==> src/rtl/spi_tx_export_pkg.sv <==
// Shared definitions for the SPI transmit/receive CDC path.
// The byte type and the exporter FSM encoding are also used by the
// SCK-side importer and the RX exporter, so keep them stable.
package spi_tx_export_pkg;

    typedef logic [7:0] byte_t;

    // Exporter handshake FSM: IDLE waits for data, LOAD settles cdc_data,
    // WAIT holds the request open until the synchronised ack matches.
    typedef enum logic [1:0] {
        IDLE = 2'd0,
        LOAD = 2'd1,
        WAIT = 2'd2
    } state_t;

endpackage

==> src/rtl/spi_tx_export_cdc_sync2.sv <==
// Two-flop synchroniser for a signal arriving from an unrelated clock.
// Ports:
//   clk   destination clock
//   rst_n asynchronous active-low reset (both stages clear to 0)
//   d     asynchronous input
//   q     synchronised output, two clk edges behind d
// Only use this for single-bit or gray/toggle-coded signals; a multi-bit
// binary value can be captured torn.
module cdc_sync2 #(
    parameter int W = 1
) (
    input  logic         clk,
    input  logic         rst_n,
    input  logic [W-1:0] d,
    output logic [W-1:0] q
);

    logic [W-1:0] meta_r;
    logic [W-1:0] sync_r;

    // Two-stage capture; meta_r may go metastable and is never used directly.
    always_ff @(posedge clk or negedge rst_n) begin
        if (!rst_n) begin
            meta_r <= {W{1'b0}};
            sync_r <= {W{1'b0}};
        end else begin
            meta_r <= d;
            sync_r <= meta_r;
        end
    end

    assign q = sync_r;

endmodule

==> src/rtl/spi_tx_export.sv <==
// System-clock side of the SPI transmit path.
// Bytes written by the peripheral logic are buffered in a small FIFO and
// handed one at a time to the SCK domain over a toggle req/ack handshake.
// Ports:
//   clk       system clock (only clock of this block)
//   rst_n     asynchronous active-low reset
//   wr_stb    write strobe, one byte per cycle
//   wr_data   byte to transmit
//   wr_ready  FIFO not full
//   level     bytes held in the FIFO (0..DEPTH), excluding the byte in flight
//   overflow  sticky: a write was dropped because the FIFO was full
//   ovf_clr   clears overflow (a simultaneous drop wins)
//   cdc_data  byte presented to the SCK domain, stable while handshake open
//   cdc_req   request toggle, flips once per exported byte
//   cdc_ack   ack toggle from the SCK domain, asynchronous to clk
module spi_tx_export
    import spi_tx_export_pkg::*;
#(
    parameter  int DEPTH = 8,
    localparam int LW    = $clog2(DEPTH) + 1
) (
    input  logic          clk,
    input  logic          rst_n,
    input  logic          wr_stb,
    input  logic [7:0]    wr_data,
    output logic          wr_ready,
    output logic [LW-1:0] level,
    output logic          overflow,
    input  logic          ovf_clr,
    output logic [7:0]    cdc_data,
    output logic          cdc_req,
    input  logic          cdc_ack
);

    localparam int            AW        = $clog2(DEPTH);
    localparam logic [LW-1:0] LVL_FULL  = LW'(DEPTH);
    localparam logic [LW-1:0] LVL_EMPTY = {LW{1'b0}};

    byte_t         mem_r [DEPTH];
    logic [AW-1:0] wr_ptr_r;
    logic [AW-1:0] rd_ptr_r;
    logic [LW-1:0] level_r;
    logic [LW-1:0] level_s;
    logic          wr_ready_r;
    logic          overflow_r;
    byte_t         cdc_data_r;
    logic          cdc_req_r;
    state_t        state_r;
    state_t        state_s;
    logic          ack_s;
    logic          push_s;
    logic          drop_s;
    logic          pop_s;
    logic          toggle_s;

    // Full is judged on the level before this edge, so a pop in the same
    // cycle cannot make room for the incoming byte.
    assign push_s = wr_stb && (level_r != LVL_FULL);
    assign drop_s = wr_stb && (level_r == LVL_FULL);

    cdc_sync2 #(
        .W (1)
    ) u_ack_sync (
        .clk   (clk),
        .rst_n (rst_n),
        .d     (cdc_ack),
        .q     (ack_s)
    );

    // Handshake FSM next-state and control strobes.
    always_comb begin
        state_s  = state_r;
        pop_s    = 1'b0;
        toggle_s = 1'b0;
        case (state_r)
            IDLE: begin
                if (level_r != LVL_EMPTY) begin
                    state_s = LOAD;
                    pop_s   = 1'b1;
                end else begin
                    state_s = IDLE;
                end
            end
            LOAD: begin
                state_s  = WAIT;
                toggle_s = 1'b1;
            end
            WAIT: begin
                if (ack_s == cdc_req_r) begin
                    state_s = IDLE;
                end else begin
                    state_s = WAIT;
                end
            end
            default: begin
                state_s = IDLE;
            end
        endcase
    end

    // Next FIFO level from push/pop; both together leave it unchanged.
    always_comb begin
        level_s = level_r;
        case ({push_s, pop_s})
            2'b10:   level_s = level_r + LW'(1);
            2'b01:   level_s = level_r - LW'(1);
            default: level_s = level_r;
        endcase
    end

    // FSM state register.
    always_ff @(posedge clk or negedge rst_n) begin
        if (!rst_n) begin
            state_r <= IDLE;
        end else begin
            state_r <= state_s;
        end
    end

    // FIFO storage; contents are only ever read after being written.
    always_ff @(posedge clk) begin
        if (push_s) begin
            mem_r[wr_ptr_r] <= wr_data;
        end
    end

    // FIFO pointers (wrap modulo DEPTH), level and registered ready flag.
    always_ff @(posedge clk or negedge rst_n) begin
        if (!rst_n) begin
            wr_ptr_r   <= {AW{1'b0}};
            rd_ptr_r   <= {AW{1'b0}};
            level_r    <= LVL_EMPTY;
            wr_ready_r <= 1'b1;
        end else begin
            if (push_s) begin
                wr_ptr_r <= wr_ptr_r + AW'(1);
            end
            if (pop_s) begin
                rd_ptr_r <= rd_ptr_r + AW'(1);
            end
            level_r    <= level_s;
            wr_ready_r <= (level_s != LVL_FULL);
        end
    end

    // Sticky overflow; a drop in the same cycle as ovf_clr keeps it set.
    always_ff @(posedge clk or negedge rst_n) begin
        if (!rst_n) begin
            overflow_r <= 1'b0;
        end else if (drop_s) begin
            overflow_r <= 1'b1;
        end else if (ovf_clr) begin
            overflow_r <= 1'b0;
        end
    end

    // Export registers: data is loaded one cycle before the request flips,
    // and is held through the open handshake and beyond when idle.
    always_ff @(posedge clk or negedge rst_n) begin
        if (!rst_n) begin
            cdc_data_r <= 8'h00;
            cdc_req_r  <= 1'b0;
        end else begin
            if (pop_s) begin
                cdc_data_r <= mem_r[rd_ptr_r];
            end
            if (toggle_s) begin
                cdc_req_r <= ~cdc_req_r;
            end
        end
    end

    assign wr_ready = wr_ready_r;
    assign level    = level_r;
    assign overflow = overflow_r;
    assign cdc_data = cdc_data_r;
    assign cdc_req  = cdc_req_r;

endmodule

==> config.mk <==
export PLATFORM = sky130hd
export DESIGN_NAME = spi_tx_export
export DESIGN_NICKNAME = d
export VERILOG_FILES = /design/src/rtl/spi_tx_export_pkg.sv /design/src/rtl/spi_tx_export_cdc_sync2.sv /design/src/rtl/spi_tx_export.sv
export SDC_FILE = /design/constraint.sdc
export NUM_CORES = 1
export LEC_CHECK = 0
export ABC_AREA = 0
export BUFFER_PORTS_ARGS = -buffer_cell sky130_fd_sc_hd__buf_2
export CAP_MARGIN = 30
export CORE_ASPECT_RATIO = 2
export CORE_MARGIN = 1
export CORE_UTILIZATION = 47
export CTS_BUF_LIST = sky130_fd_sc_hd__clkbuf_4
export CTS_CLUSTER_DIAMETER = 40
export DETAILED_ROUTE_END_ITERATION = 10
export GPL_ROUTABILITY_DRIVEN = 0
export PLACE_DENSITY = 0.69
export SYNTH_ARGS = -nofsm -noshare
export SYNTH_HDL_FRONTEND = slang
export SYNTH_HIERARCHICAL = 1
export SYNTH_SLANG_ARGS = --single-unit
export TNS_END_PERCENT = 100
==> constraint.sdc <==
create_clock -name clk -period 4.1 [get_ports clk]
set_input_delay 0.205 -clock clk [delete_from_list [all_inputs] [get_ports clk]]
set_output_delay 0.205 -clock clk [all_outputs]
set_load 0.05 [all_outputs]
* After elaboration in Yosys (flattened, before gate mapping) *
Memory sizes are Yosys's and may differ from the RTL's. A register that Yosys moved wholly into a read port is not among the register bits.
Cells that the tools add are included.

storage, ports and cells
  register bits = 17
  bits in writable memories = 64
  bits of input ports = 13
  output and inout port bits = 15
  word-level logic and storage cells = 40
  memories = 1

operators by class
  $add $sub $neg = 4
  equality and inequality tests = 8
  muxes and demuxes = 11
  bitwise gates (word level) = 1
  reductions and logical operators = 6

memory list
  memory  words  width  rd ports  clocked after memory_dff  wr ports  RTL line             RTL
  mem_r   8      8      1         1                         1         spi_tx_export.sv:39  byte_t mem_r [DEPTH];

operators with widths
  cell                 count
  $mux 1               8
  $ne 4x4->1 const B   2
  $pmux 4 s2           1
  $add 3x1->3 const B  2
  $pmux 2 s3           1
  $add 4x1->4 const B  1
  $eq 2x1->1 const B   2
  $eq 2x2->1 const B   2
  $eq 4x4->1 const B   1
  $reduce_bool 4->1    1
  $sub 4x1->4 const B  1
  $logic_and 1x1->1    2
  $logic_not 2->1      1
  $mux 2               1
  $reduce_bool 2->1    1
  $eq 1x1->1           1
  $logic_not 1->1      1
  $not 1->1            1

* Logic depth before layout (Yosys ltp) *
  word-level depth = 6
  gate-level depth with buffers = 11
  mapped depth without buffers = 9

* Modules after synthesis *
Netlist, hierarchy kept.

modules (own cells, without submodules)
  module         instances  cells each  area each (um^2)  sequential area each (um^2)
  spi_tx_export  1          199         3485.8            2498.6
  cdc_sync2      1          2           50.0              50.0

* Worst setup path before layout *
OpenSTA, ideal clock, no wires.

  kind = register to register
  start point = register level_r[2] (netlist: level[2])
  end point = register wr_ready_r (netlist: wr_ready)
  library setup time = 0.097 ns
  arrival = 3.031 ns
  data required time = 4.003 ns
  slack = 0.972 ns
  stages on the path, launching flop included = 12
  buffers on the path = 2
  clock period less this slack = 3.128 ns
  path through = dfrtp_1 > nor4_1 > or3_1 > clkbuf_1 > buf_1 > inv_1 > ha_1 > inv_1 > and2_1 > mux2_2 > xnor2_1 > o221ai_1

between the ends
  cells in the longest elaborated chain, start to end = 6
  elaborated cells on any way between the ends = 11
  those cells by class = 2 x add/sub; 4 x eq/ne; 3 x mux; 2 x reduce/logical

ends and longest elaborated chain
  item                                             RTL line              RTL
  start: declaration                               spi_tx_export.sv:42   logic [LW-1:0] level_r;
  start signal: assignment                         spi_tx_export.sv:141  level_r <= level_s;
  $reduce_bool 4->1                                spi_tx_export.sv:77   if (level_r != LVL_EMPTY) begin
  $mux 1                                           spi_tx_export.sv:77
  $mux 1                                           spi_tx_export.sv:75   case (state_r)
  $eq 2x1->1 / $eq 2x2->1 (equally long branches)  spi_tx_export.sv:104  case ({push_s, pop_s})
  $pmux 4 s2 (*)                                   spi_tx_export.sv:104
  $ne 4x4->1 (*)                                   spi_tx_export.sv:142  wr_ready_r <= (level_s != LVL_FULL);
  end signal: assignment                           spi_tx_export.sv:142
  end: declaration                                 spi_tx_export.sv:44   logic wr_ready_r;

Every way passes the cells marked *; elsewhere a longest branch is shown, timed or not.
A chain may end at the register's enable or synchronous reset.

* Worst setup path after layout *
  start point = register level_r[1] (netlist: level[1])
  end point = register wr_ready_r (netlist: wr_ready)

Same word-level chain as after synthesis.

==> insert_results.sql <==
INSERT INTO impl_metrics (metric_group, metric, value, unit) VALUES
('clocking', 'clock_tree.buffer_depth', '2', ''),
('placement', 'detailedPlacementHpwl', '4200', 'µm'),
('setup_path', 'r2r.worst_path.cells', '9', ''),
('sta', 'slew_of_the_pin_with_the_lowest_slew_margin', '0.929', 'ns'),
('sta', 'grt_setup_unrepaired', 'false', ''),
('final_layout', 'area.growth.synth_to_final', '12.6', '%'),
('power_and_ir_drop', 'vdd_drop_max', '0.262', 'mV'),
('final_layout', 'n_fill_cell', '616', ''),
('global_routing', 'grt_max_degree', '26', ''),
('placement', 'place_ws', '1.23', 'ns'),
('setup_path', 'worst_setup_path_start_kind', 'flop', ''),
('sta', 'clock_period_minus_worst_slack', '2.89', 'ns'),
('floorplan', 'placeableCoreArea', '7270', 'µm²'),
('clocking', 'insertion_delay', '0.40', 'ns'),
('routing', 'initial_drc_count', '129', ''),
('clocking', 'clk_root_buffer_cell', 'clkbuf_4', ''),
('setup_path', 'worst-setup-path-type', 'flop to flop', ''),
('yosys', 'number_of_enable_type_register_cells_in_the_synthesized_netlist', '64', ''),
('yosys', 'synthDistinctLibCells', '31', ''),
('final_layout', 'finish.cell_count_without_fillers', '336', ''),
('yosys', 'ys_ff_latch', '89', ''),
('placement', 'place_area', '3820', 'µm²'),
('yosys', 'syn_nets', '218', ''),
('power_and_ir_drop', 'power.total', '3.03', 'mW'),
('floorplan', 'num_io_pins', '28', ''),
('clocking', 'clock_tree.htree_level_count', '3', ''),
('placement', 'numPortBuffers', '27', ''),
('worst_hold_path', 'hold_class', 'input port to flop', ''),
('sta', 'slew_headroom', '37.8', '%'),
('routing', 'firstDrtPassIters', '4', ''),
('yosys', 'synthesized_netlist_cell_count', '201', ''),
('global_routing', 'grt_pass1_wl', '9750', 'µm'),
('sta', 'min_period_over_period', '70.6', '%'),
('setup_path', 'critPathRequiredTime', '4.42', 'ns'),
('global_routing', 'grt.total_usage', '17.2', '%'),
('sta', 'final.setup.tns', '0', 'ns'),
('sta', 'final_max_slew_viol_count', '0', ''),
('final_layout', 'layout.core_utilization', '54.8', '%'),
('final_layout', 'layout_nets', '255', ''),
('yosys', 'yosysTopAreaCellShare', '54.4', '%'),
('clocking', 'number_of_gates_resized_after_cts', '0', ''),
('clocking', 'cts.repair_timing.setup_buffer_count', '0', ''),
('routing', 'drt-vias-per-instance', '5.39', ''),
('final_layout', 'final_common_cell', 'edfxtp_1', ''),
('routing', 'drc', '0', ''),
('sta', 'peak_freq', '346', 'MHz'),
('routing', 'average_wire_per_cell_in_the_routed_design', '17.9', 'µm'),
('yosys', 'dominantRegCellSynth', 'edfxtp_1', ''),
('global_routing', 'vias_in_the_first_global_route', '1911', ''),
('sta', 'final.setup.worst_slack', '1.21', 'ns'),
('yosys', 'summed_instance_area_of_the_synthesized_netlist', '3540', 'µm²'),
('power_and_ir_drop', 'leakagePower', '1.46', 'nW'),
('yosys', 'average_cell_area_after_synthesis', '17.6', 'µm²'),
('sta', 'timing.final.hold_violations', '0', ''),
('yosys', 'yosys.area.top_type', 'edfxtp_1', ''),
('setup_path', 'worst_setup_path_end_kind', 'flop', ''),
('status', 'run_status', 'finished, final reports clean', ''),
('global_routing', 'grt_antenna_before_repair', '1', ''),
('floorplan', 'die-area', '7890', 'µm²'),
('clocking', 'cts.clk_slew.worst_paths', '0.12', 'ns'),
('setup_path', 'critPathMaxFanout', '9', ''),
('routing', 'num_vias', '1812', ''),
('floorplan', 'std_cell_rows', '44', ''),
('worst_hold_path', 'hold-path-cell-count', '1', ''),
('floorplan', 'fp.dieW', '63.3', 'µm'),
('final_layout', 'postLayoutCellArea', '3980', 'µm²'),
('routing', 'drt.antenna.violating_nets', '0', ''),
('run', 'max-cap-violations', '0', ''),
('clocking', 'tritoncts.num_buffers', '9', ''),
('sta', 'number_of_setup_violations_in_the_final_report', '0', ''),
('yosys', 'synth-seq-area-share', '72.1', '%');
registers in the layout (all words and copies together), names as in the netlist:
| register | count |
|---|---|
| cdc_data | 8 |
| rd_ptr_r | 3 |
| u_ack_sync/meta_r | 1 |
| wr_ptr_r | 3 |
| level | 4 |
| u_ack_sync/q | 1 |
| cdc_req | 1 |
| wr_ready | 1 |
| mem_r | 64 |
| overflow | 1 |
| state_r | 2 |
path summary, 6_finish.rpt:
check                                                  from                       to  slack, ns
worst max-delay path                     level[1]$_DFF_PN0_       wr_ready$_DFF_PN1_       1.21
worst min-delay path                             wr_data[7]    mem_r[7][7]$_DFFE_PP_       0.05
worst max register to register           level[1]$_DFF_PN0_       wr_ready$_DFF_PN1_       1.21
worst min register to register  u_ack_sync/meta_r$_DFF_PN0_   u_ack_sync/q$_DFF_PN0_       0.38
max in group asynchronous                             rst_n  rd_ptr_r[0]$_DFFE_PN0P_       3.42
min in group asynchronous                             rst_n       level[3]$_DFF_PN0_       0.31
logic make-up after synthesis:
group / after synthesis / share of synthesized area [%]
multiplexers: 28 / 13.7
AND/OR/NAND/NOR: 37 / 5.13
XOR/XNOR: 9 / 2.23
flip-flops: 89 / 72.1
adder cells (fa/ha/maj): 4 / 1.42
AO/OA/AOI/OAI: 19 / 3.79
buffers and inverters: 15 / 1.66
critical path, cell delays in order, from the launching register on:
cell       delay (ns)
dfrtp_1          0.48
or4b_1           0.68
a2111oi_4        0.50
xnor2_1          0.17
ha_1             0.16
a21oi_1          0.04
and2_1           0.17
mux2_2           0.28
xnor2_1          0.19
o221ai_1         0.14
area by class of cell:
type	count	area (µm²)	share of cell area, %
flip-flops and latches	89	2550	64.0
multi-input cells	97	943	23.7
inverters	7	26.3	0.660
repair buffers	34	215	5.41
clock buffers	11	82.6	2.07
well taps	92	115	2.89
diodes	1	2.50	0.0629
clock inverters	5	47.5	1.19
cells in the mapped netlist (all sizes together), types with 2 or more instances:
library cell,number
mux2,3
mux2i,9
nand2b,4
nor3,6
nand2,14
dfrtp,24
nor4,2
clkbuf,3
inv,7
ha,4
o21ai,10
nor2,4
buf,5
xnor2,9
a21oi,2
edfxtp,64
mux4,16
a21o,2
nand3,2
report_power, final:
group          total [mW]  internal [mW]  switching, mW
sequential           1.40           1.19          0.216
combinational        1.18          0.498          0.685
clock               0.448          0.195          0.253
total                3.03           1.88           1.15
routing by layer:
layer	wire, µm	global-route usage, %	vias up	part of all wire, %
li1	-	-	844	-
met1	2290	18.5	927	38
met2	3520	30.1	37	59
met3	143	4.85	4	2.4
met4	61	8.42	0	1.0
met5	0	0	-	0
No activity file was read; power rests on OpenSTA's default activity.
